[config.mk]
export PLATFORM = sky130hd
export DESIGN_NAME = spi_slave_param
export DESIGN_NICKNAME = d
export VERILOG_FILES = /design/src/rtl/spi_pkg.sv /design/src/rtl/spi_tx_shifter.sv /design/src/rtl/spi_slave_param.sv
export SDC_FILE = /design/constraint.sdc
export NUM_CORES = 1
export LEC_CHECK = 0
export CAP_MARGIN = 20
export CORE_ASPECT_RATIO = 0.9
export CORE_MARGIN = 2
export CORE_UTILIZATION = 40
export DETAILED_ROUTE_END_ITERATION = 10
export HOLD_SLACK_MARGIN = 0.08
export PLACE_DENSITY = 0.57
export SLEW_MARGIN = 20
export SYNTH_ARGS = -nofsm -noshare
export SYNTH_HDL_FRONTEND = slang
export SYNTH_SLANG_ARGS = --single-unit
[constraint.sdc]
create_clock -name clk -period 2.2 [get_ports clk]
set_input_delay 0.55 -clock clk [delete_from_list [all_inputs] [get_ports clk]]
set_output_delay 0.55 -clock clk [all_outputs]
set_load 0.01 [all_outputs]
[src/rtl/spi_pkg.sv]
// rtl/spi_pkg.sv - shared states and command codes for the parametrised SPI slave
package spi_pkg;

  typedef enum logic [2:0] {
    IDLE,
    CHK_CMD,
    WRITE,
    READ_ADD,
    READ_DATA,
    TX_WAIT,
    TX_SHIFT,
    DONE
  } spi_state_e;

  localparam logic [1:0] CMD_WR_ADDR = 2'b00;
  localparam logic [1:0] CMD_WR_DATA = 2'b01;
  localparam logic [1:0] CMD_RD_ADDR = 2'b10;
  localparam logic [1:0] CMD_RD_DATA = 2'b11;

endpackage

[src/rtl/spi_tx_shifter.sv]
// rtl/spi_tx_shifter.sv - read-data load/shift register with bit down-counter
module spi_tx_shifter #(
  parameter int DATA_W    = 8,
  parameter int LSB_FIRST = 0
) (
  input  logic              clk,
  input  logic              rst_n,
  input  logic              load,
  input  logic              shift,
  input  logic [DATA_W-1:0] data,
  output logic              bit_out,
  output logic              last
);

  localparam int CW = $clog2(DATA_W + 1);

  logic [DATA_W-1:0] sreg;
  logic [CW-1:0]     cnt;

  always_ff @(posedge clk or negedge rst_n) begin
    if (!rst_n) begin
      sreg <= '0;
      cnt  <= '0;
    end else if (load) begin
      sreg <= data;
      cnt  <= CW'(DATA_W);
    end else if (shift && cnt != '0) begin
      sreg <= (LSB_FIRST != 0) ? (sreg >> 1) : (sreg << 1);
      cnt  <= cnt - CW'(1);
    end
  end

  assign bit_out = (LSB_FIRST != 0) ? sreg[0] : sreg[DATA_W-1];
  // Asserted while the final bit is the one being presented.
  assign last    = (cnt == CW'(1));

endmodule

[src/rtl/spi_slave_param.sv]
// rtl/spi_slave_param.sv - SPI slave: command+payload receive, read-data return
module spi_slave_param
  import spi_pkg::*;
#(
  parameter int DATA_W     = 8,
  parameter int LSB_FIRST  = 0,
  parameter int TX_TIMEOUT = 16
) (
  input  logic              clk,
  input  logic              rst_n,
  input  logic              SS_n,
  input  logic              MOSI,
  input  logic              tx_valid,
  input  logic [DATA_W-1:0] tx_data,
  output logic              MISO,
  output logic [DATA_W+1:0] rx_data,
  output logic              rx_valid,
  output logic              frame_err,
  output logic              busy
);

  localparam int CNT_W = $clog2(DATA_W + 2);
  localparam int TO_W  = $clog2(TX_TIMEOUT + 1);

  spi_state_e        state, state_nx;
  logic [CNT_W-1:0]  bit_cnt;
  logic [TO_W-1:0]   wait_cnt;
  logic              cmd1, cmd0;
  logic [DATA_W-1:0] payload, payload_nx;
  logic              rd_addr_seen;

  logic shift_st, last_bit, cmd_ok;
  logic accept, err, load_tx, tx_shift, tx_bit, tx_last;

  assign shift_st = (state == WRITE) || (state == READ_ADD) || (state == READ_DATA);
  assign last_bit = shift_st && (bit_cnt == CNT_W'(DATA_W));
  assign cmd_ok   = (state == WRITE) ||
                    ((state == READ_ADD)  && ({cmd1, cmd0} == CMD_RD_ADDR)) ||
                    ((state == READ_DATA) && ({cmd1, cmd0} == CMD_RD_DATA));
  assign tx_shift = (state == TX_SHIFT) && !SS_n;
  assign busy     = (state != IDLE);

  // rx_data always holds the payload MSB at bit DATA_W-1 regardless of wire order.
  always_comb begin
    payload_nx = '0;
    if (LSB_FIRST != 0) payload_nx = {MOSI, payload[DATA_W-1:1]};
    else                payload_nx = {payload[DATA_W-2:0], MOSI};
  end

  always_comb begin
    state_nx = state;
    accept   = 1'b0;
    err      = 1'b0;
    load_tx  = 1'b0;
    if (state != IDLE && SS_n) begin
      state_nx = IDLE;
      err      = (state != DONE);
    end else begin
      case (state)
        IDLE:    if (!SS_n) state_nx = CHK_CMD;
        CHK_CMD: begin
          if (!MOSI)             state_nx = WRITE;
          else if (rd_addr_seen) state_nx = READ_DATA;
          else                   state_nx = READ_ADD;
        end
        WRITE, READ_ADD, READ_DATA: begin
          if (last_bit) begin
            if (cmd_ok) begin
              accept   = 1'b1;
              state_nx = (state == READ_DATA) ? TX_WAIT : DONE;
            end else begin
              err      = 1'b1;
              state_nx = DONE;
            end
          end
        end
        // A tx_valid coinciding with the timeout edge takes priority.
        TX_WAIT: begin
          if (tx_valid) begin
            load_tx  = 1'b1;
            state_nx = TX_SHIFT;
          end else if (wait_cnt == TO_W'(TX_TIMEOUT - 1)) begin
            err      = 1'b1;
            state_nx = DONE;
          end
        end
        TX_SHIFT: if (tx_last) state_nx = DONE;
        DONE:     state_nx = DONE;
        default:  state_nx = IDLE;
      endcase
    end
  end

  always_ff @(posedge clk or negedge rst_n) begin
    if (!rst_n) state <= IDLE;
    else        state <= state_nx;
  end

  always_ff @(posedge clk or negedge rst_n) begin
    if (!rst_n) begin
      MISO         <= 1'b0;
      rx_data      <= '0;
      rx_valid     <= 1'b0;
      frame_err    <= 1'b0;
      rd_addr_seen <= 1'b0;
      bit_cnt      <= '0;
      wait_cnt     <= '0;
      cmd1         <= 1'b0;
      cmd0         <= 1'b0;
      payload      <= '0;
    end else begin
      rx_valid  <= accept;
      frame_err <= err;
      MISO      <= tx_shift ? tx_bit : 1'b0;
      wait_cnt  <= (state == TX_WAIT) ? wait_cnt + TO_W'(1) : '0;
      if (state == CHK_CMD) begin
        cmd1    <= MOSI;
        bit_cnt <= '0;
      end
      if (shift_st) begin
        bit_cnt <= bit_cnt + CNT_W'(1);
        if (bit_cnt == '0) cmd0    <= MOSI;
        else               payload <= payload_nx;
      end
      if (accept) rx_data <= {cmd1, cmd0, payload_nx};
      if (accept && state == READ_ADD) rd_addr_seen <= 1'b1;
      if (tx_shift && tx_last)         rd_addr_seen <= 1'b0;
    end
  end

  spi_tx_shifter #(
    .DATA_W   (DATA_W),
    .LSB_FIRST(LSB_FIRST)
  ) u_tx (
    .clk    (clk),
    .rst_n  (rst_n),
    .load   (load_tx),
    .shift  (tx_shift),
    .data   (tx_data),
    .bit_out(tx_bit),
    .last   (tx_last)
  );

endmodule
# == Word-level counts from Yosys, hierarchy flattened ==
# Cells that the tools add are included.
# op_classes
add_sub_neg,3
n_mul,0
n_div,0
magnitude_cmp,0
eq_ne,17
shifts,0
mux,34
bitwise_logic,1
reduce_logical,24
# op_table
cell,n
$mux W3,8
$pmux W3 S6,1
$mux W4,4
$mux W8,2
$mux W1,15
$eq A3 B3 Y1 const B,4
$ne A3 B3 Y1 const B,3
$logic_and A1 B1 Y1,8
$eq A3 B2 Y1 const B,2
$reduce_bool A2 Y1,3
$add A5 B1 Y5 const B,1
$eq A5 B4 Y1 const B,1
$mux W5,1
$add A4 B1 Y4 const B,1
$eq A2 B2 Y1 const B,2
$eq A4 B1 Y1 const B,1
$eq A4 B4 Y1 const B,1
$logic_not A4 Y1,1
$logic_or A1 B1 Y1,4
$mux W2,2
$ne A4 B4 Y1 const B,1
$reduce_and A2 Y1,2
$reduce_and A4 Y1,1
$reduce_bool A4 Y1,1
other kinds (9),9
# totals
register_bits,47
latch_bits,0
ram_bits,0
mem_bits_ro,0
input_bits,13
out_inout_bits,14
memories,0

# == Logic depth before layout (Yosys ltp) ==
# depth
word_depth,11
mapped_depth,7
ltp_nobuf,7

# == Modules after synthesis ==
# Synthesis repeated with hierarchy kept, for this count alone.
# unflattened
hier_cells,222
area_unflattened_um2,2371.0
# by_module_without_submodules
module,n_inst,cells_each,area_each_um2,seq_area_each_um2
spi_slave_param,1,150,1715.4,875.8
spi_tx_shifter,1,72,655.6,300.3

# == Least setup slack after synthesis ==
# No wires, ideal clock.
# synth_timing
path_type,reg2reg
start,register state[2]
end,register cmd0
setup_ps,127
t_arrival_ps,1494
path_slack_ps,579
path_stages_with_launch,6
path_buffers,1
period_less_slack_ps,1621
path_cell_list,dfrtp_1 buf_4 nand2b_4 o21ai_2 or4b_1 mux2_1
# synth_via
elab_chain_cells,4
elab_cells_between_ends,6
cone_classes,3 x eq/ne; 3 x reduce/logical
# synth_lines
element,line,text
from (decl),spi_slave_param.sv:25,"spi_state_e state, state_nx;"
from (signal assigned),spi_slave_param.sv:96,else state <= state_nx;
$eq A3 B2 Y1,spi_slave_param.sv:35,assign shift_st = (state == WRITE) || (state == READ_ADD) || (state == READ_DATA);
$logic_or A1 B1 Y1,spi_slave_param.sv:35,
$logic_or A1 B1 Y1 *,spi_slave_param.sv:35,
$reduce_and A2 Y1 (no source line) *,-,
to (signal assigned),spi_slave_param.sv:109,cmd0 <= 1'b0;
to (signal assigned),spi_slave_param.sv:122,if (bit_cnt == '0) cmd0 <= MOSI;
to (decl),spi_slave_param.sv:28,"logic cmd1, cmd0;"
# Every way passes the cells marked *; elsewhere a longest branch is shown, timed or not.
# A chain may end at the register's enable or synchronous reset.

# == Worst setup path in the final report ==
# Same ends and word-level chain as after synthesis.

==> results by group <==
Timing
  – Slew Limit Fails: 0
  – Actual slew at the worst max-slew pin: 0.570 ns
  – RSZ-0062 raised after global routing: no
  – Fin Clk Skew: 0.0116 ns
  – Count of final setup violators: 0
  – Crit share post-route: 0.844
  – Minimum clock period: 1.86 ns
  – Fin. Hold Viols: 0
  – TNS Setup: 0 ns
  – Slew HR: 0.620
  – Peak Freq: 539 MHz
  – Final WS setup: 0.344 ns

Worst setup path
  – Crit path required time: 2.40 ns
  – Buf/Inv on CP: 1
  – WS Path Type: register to register
  – Worst reg-to-reg setup slack: 0.34 ns
  – Crit-path leading delay family: simple AND/OR/NAND/NOR gates
  – Critical path launch point type: register
  – CP peak stage delay: 0.49 ns
  – WP data arrival: 2.05 ns
  – Reg2Reg Depth: 5
  – RR Endpoint: cmd0
  – Cells along the critical path: buf_4 -> nand2b_4 -> o21ai_2 -> or4b_1 -> mux2_1
  – CP max-delay cell: or4b_1
  – CP endpoint kind: register
  – Crit path max fanout: 18
  – R2r startpoint: state[2]

Synth
  – Syn_nets: 220
  – Post-Syn Instances: 201
  – Largest area contributor in the netlist: dfrtp_1
  – Mapped Area: 2270 um^2
  – Synth area leaders: dfrtp_1 52%, mux2_1 8.9%, mux2i_1 3.5%
  – Number of flops mapped to enable cells by yosys: 0
  – Top cell type's share of synthesized area: 0.519
  – Syn Area/Cell: 11.3 um^2
  – Count leader, synth: dfrtp_1
  – Synth warnings: 0
  – Synth cell types: 48
  – Seq/Total Area, Yosys: 0.519
  – Seq cells post-synth: 47
  – Most used flip-flop cell after synthesis: dfrtp_1
  – Post-synth ARST share: 1.00
  – Top cells by count, synth: 47 x dfrtp_1, 18 x mux2_1, 13 x nand2_1

Detailed routing
  – Post-DR wirelength/cell: 14.4 um
  – DRC viols: 0
  – Vias: 1583
  – Routed WL: 4300 um
  – Vias per cell: 5.29
  – Drt pass-1 iters: 4
  – Routed Antenna Nets: 0
  – Initial DRC count: 101

CTS
  – CTS Buffer Depth: 2
  – Post_cts resized: 0
  – Root buffer cell: clkbuf_8
  – Skew-Pair Late Insertion Delay: 0.30 ns
  – Htree depth: 2
  – CTS Sinks: 47
  – CTS buffer count: 5
  – Post-CTS Hold Buffers: 0
  – Clock tree from TritonCTS: built
  – Post-CTS Setup Bufs: 0
  – Reg clk slew, reported paths: 0.10 ns

Cells and area
  – Layout Nets: 250
  – Area Growth Syn to Fin: 22.5%
  – Final Instance Area: 2780 um^2
  – Util after Layout: 0.519
  – Layout cells sized above 1: 0.121
  – Diodes inserted: 0

Placed design
  – Setup WS pre-CTS: 0.108 ns
  – DP Area: 2660 um^2
  – Dpl hpwl: 3050 um
  – Port Buffer Count: 26
  – RePlAce Congestion: 0.790

Power and ir drop
  – Final Power: 2.83 mW
  – Lkg Pwr: 1.25 nW
  – PD cells: 1020 nW/um^2
  – Max IR drop VDD: 0.493 mV

Status
  – Outcome: complete, no violations

Floorplanning
  – Core area: 5350 um^2
  – Rows: 25
  – Die H: 75.4 um
  – I/O pin count: 27
  – Die Area: 6290 um^2
  – Die Width: 83.4 um
  – Starting density of the core: 0.424

Global route
  – GR Util met1: 0.190
  – M2 GR Usage: 0.268
  – Vias in the first global route: 1617
  – Initial antenna violation count: 0
  – Pin count of the biggest net entering global routing: 26
  – Met3 global-route usage: 0.0368
  – GRT Util Overall: 0.151
  – First-pass GRT wire length: 7640 um
  – GRT Residual Overflow: 0
  – Busiest grt layer: met2

Min path
  – Worst min path class: input port to async pin

Run
  – Max-cap viol count: 0
==> per-layer routing <==
layer	vias up	wire length, um
met5	-	0
met4	0	36
met3	5	157
met2	26	2070
met1	783	2040
li1	769	-
==> flip-flops by register name, indices dropped and copies added (netlist names) <==
name and count:
MISO 1, bit_cnt 4, cmd0 1, cmd1 1, frame_err 1, payload 7
rd_addr_seen 1, rx_data 10, rx_valid 1, state 3, u_tx.cnt 4, u_tx.sreg 8
wait_cnt 5
==> final cells by class <==
class | instances | area, um^2
sequential | 47 | 1180
inverter | 9 | 33.8
clock buffer | 5 | 68.8
multi-input combinational | 133 | 1000
timing repair buffer | 35 | 363
clock inverter | 3 | 47.5
fill | 469 | 2570
tap | 67 | 83.8
==> report_power, final <==
part           internal [mW]  switching [mW]
Combinational          0.445           0.473
Clock                  0.345           0.311
Sequential              1.09           0.173
==> per-stage QoR <==
stage | cells | hold WS (ns)
finish | 299 | 0.227
detailed placement | 291 | 0.460
global route | 299 | 0.263
CTS | 299 | 0.238
floorplan | 201 | 0.254
global placement | 291 | 0.450
==> layout by cell type, fill, tap and decap left out, drive strengths merged, types with 2 or more instances in the layout <==
cell type	instances
clkdlybuf4s50	24
nand2b	6
o31ai	2
a22o	2
ha	6
a211oi	2
o31a	2
a31oi	3
buf	10
clkbuf	5
nor2b	2
and3	2
nor2	10
nand3b	2
nand2	13
mux2i	8
dfrtp	47
o21ai	12
nor3b	2
a21oi	9
maj3	2
nor3	7
inv	10
mux2	20
a211o	2
and3b	2
xnor2	3
==> worst max-delay path by stage <==
stage                  start      endpoint  cells after the start
floorplan           state[2]          cmd0                      5
global placement        SS_n  u_tx.sreg[1]                      5
detailed placement      SS_n  u_tx.sreg[1]                      5
CTS                 state[0]          busy                      2
global route        state[2]    payload[1]                      5
finish              state[2]          cmd0                      5
==> cells by family (layout without fill, tap and decap cells) <==
| kind of cell | after synthesis | in the layout | synth area share |
|---|---|---|---|
| AND/OR/NAND/NOR | 54 | 54 | 0.136 |
| adder cells (fa/ha/maj) | 8 | 8 | 0.0419 |
| XOR/XNOR | 4 | 4 | 0.0155 |
| multiplexers | 28 | 28 | 0.135 |
| AO/OA/AOI/OAI | 39 | 39 | 0.112 |
| buffers and inverters | 21 | 52 | 0.0414 |
| flip-flops | 47 | 47 | 0.519 |
Power figures use the tool's default switching activity.
==> variant, RTL diff (config.mk and constraints unchanged) <==
Encoding of `spi_state_e`: now Gray code (3 bits for 8 states).
--- a/src/rtl/spi_pkg.sv
+++ b/src/rtl/spi_pkg.sv
@@ -2,14 +2,14 @@
 package spi_pkg;
 
   typedef enum logic [2:0] {
-    IDLE,
-    CHK_CMD,
-    WRITE,
-    READ_ADD,
-    READ_DATA,
-    TX_WAIT,
-    TX_SHIFT,
-    DONE
+    IDLE      = 3'b000,
+    CHK_CMD   = 3'b001,
+    WRITE     = 3'b011,
+    READ_ADD  = 3'b010,
+    READ_DATA = 3'b110,
+    TX_WAIT   = 3'b111,
+    TX_SHIFT  = 3'b101,
+    DONE      = 3'b100
   } spi_state_e;
 
   localparam logic [1:0] CMD_WR_ADDR = 2'b00;
Behaviour: no difference found for any inputs over 10 cycles, from zero or initial values and one cycle with rst_n low; not proved beyond that.
==> variant against the unedited design <==
Worst setup slack lost 0.21 ns; routed wire length shrank 5.9%; power shrank 14%; via count shrank 5.5%; maximum frequency shrank 10%; sequential cell count is the same; area after synthesis shrank 1.6%; die area shrank 1.5%; clock power shrank 20%; cell area shrank 3.4%; non-clock buffer count shrank 1; critical path depth shrank 3.
==> variant: results (changes against the unedited design) <==
[outcome]
status=complete, no violations

[timing]
slew-limit-headroom=0.566  ; -0.0540
fmax_ghz=0.485  ; -10%
fin_skew_ns=0.00650  ; -0.00515 ns

[critical_path]
arrival_ns=1.51  ; -0.54 ns
rrSetupSlack_ns=0.32  ; -0.02 ns
critPathSlowestCell=clkdlybuf4s50_1
r2r_end=state[2]
critical-path-top-delay-family=buffers and inverters
path_max_fanout=2  ; -16

[global_routing]
met3_usage=0.0396  ; +0.00273
use_met1=0.211  ; +0.0206
grt_max_degree=31  ; +19%
gr-usage-met2=0.246  ; -0.0215
grt_pass1_wl_um=7110  ; -6.9%

[routing]
via_count=1496  ; -5.5%
viasPerCell=5.18  ; -2.2%
initialDrtViolationCount=74  ; -27%
drt_wl_total_um=4040  ; -5.9%

[final_layout]
drive_gt1_frac=0.131  ; +0.00994
fillers=491  ; +4.7%

[synth]
syn_inst=187  ; -7.0%
synthTopCellsByArea=dfrtp_1 (53%), mux2_1 (9.6%), ha_1 (3.4%)

[placed_design]
gp_congestion=0.810  ; +2.5%
numPlacedInstances=281  ; -3.4%
dpl_worst_slack_ns=0.0651  ; -0.0431 ns
dpl_cell_area_um2=2590  ; -2.5%

[power_and_ir_drop]
worst_ir_drop_vdd_v=0.000334  ; -32%
total_leakage_power_nw=1.28  ; +2.1%

variant: worst register-to-register path, delay by kind of cell (launching register included):
kind / cells / cell delay (ns)
DFF: 1 / 0.41
AOI/OAI and AO/OA: 3 / 0.57
adders and majority gates: 2 / 0.44
and+or+nand+nor: 2 / 0.34
variant: worst min-delay path by stage:
stage / endpoint
global placement: wait_cnt[0]
CTS: rx_data[4]
detailed placement: u_tx.sreg[7]
finish: rx_data[4]
floorplan: MISO
global route: rx_data[4]
variant: cell families after synthesis:
group                      after synthesis  share of synthesized area
AOI/OAI and AO/OA                       39                      0.133
xor gates and xnor gates                 4                     0.0157
adders and majority gates                6                     0.0337
buffers and inverters                   17                     0.0404
DFF                                     47                      0.527
muxes                                   23                      0.114
and+or+nand+nor                         51                      0.136
variant: area by class of cell:
class / count / area [um^2] / area share
flip-flops and latches: 47 / 1180 / 0.438
multi-input cells: 123 / 965 / 0.360
repair buffers: 34 / 328 / 0.122
well taps: 67 / 83.8 / 0.0313
clock buffers: 5 / 68.8 / 0.0257
inverters: 10 / 37.5 / 0.0140
clock inverters: 3 / 23.8 / 0.00886
variant: power by group through the flow:
stage               combinational [mW]  clock, mW  sequential (mW)
global placement                 0.696          0             1.19
detailed placement               0.715          0             1.20
global route                     0.807      0.591             1.22
floorplan                        0.518          0             1.17
CTS                              0.718      0.542             1.19
finish                           0.710      0.527             1.19
variant: routing by layer:
layer,share of wire,wire [um]
met2,0.45,1820
met1,0.51,2060
met4,0.0084,34
met3,0.032,131
met5,0,0
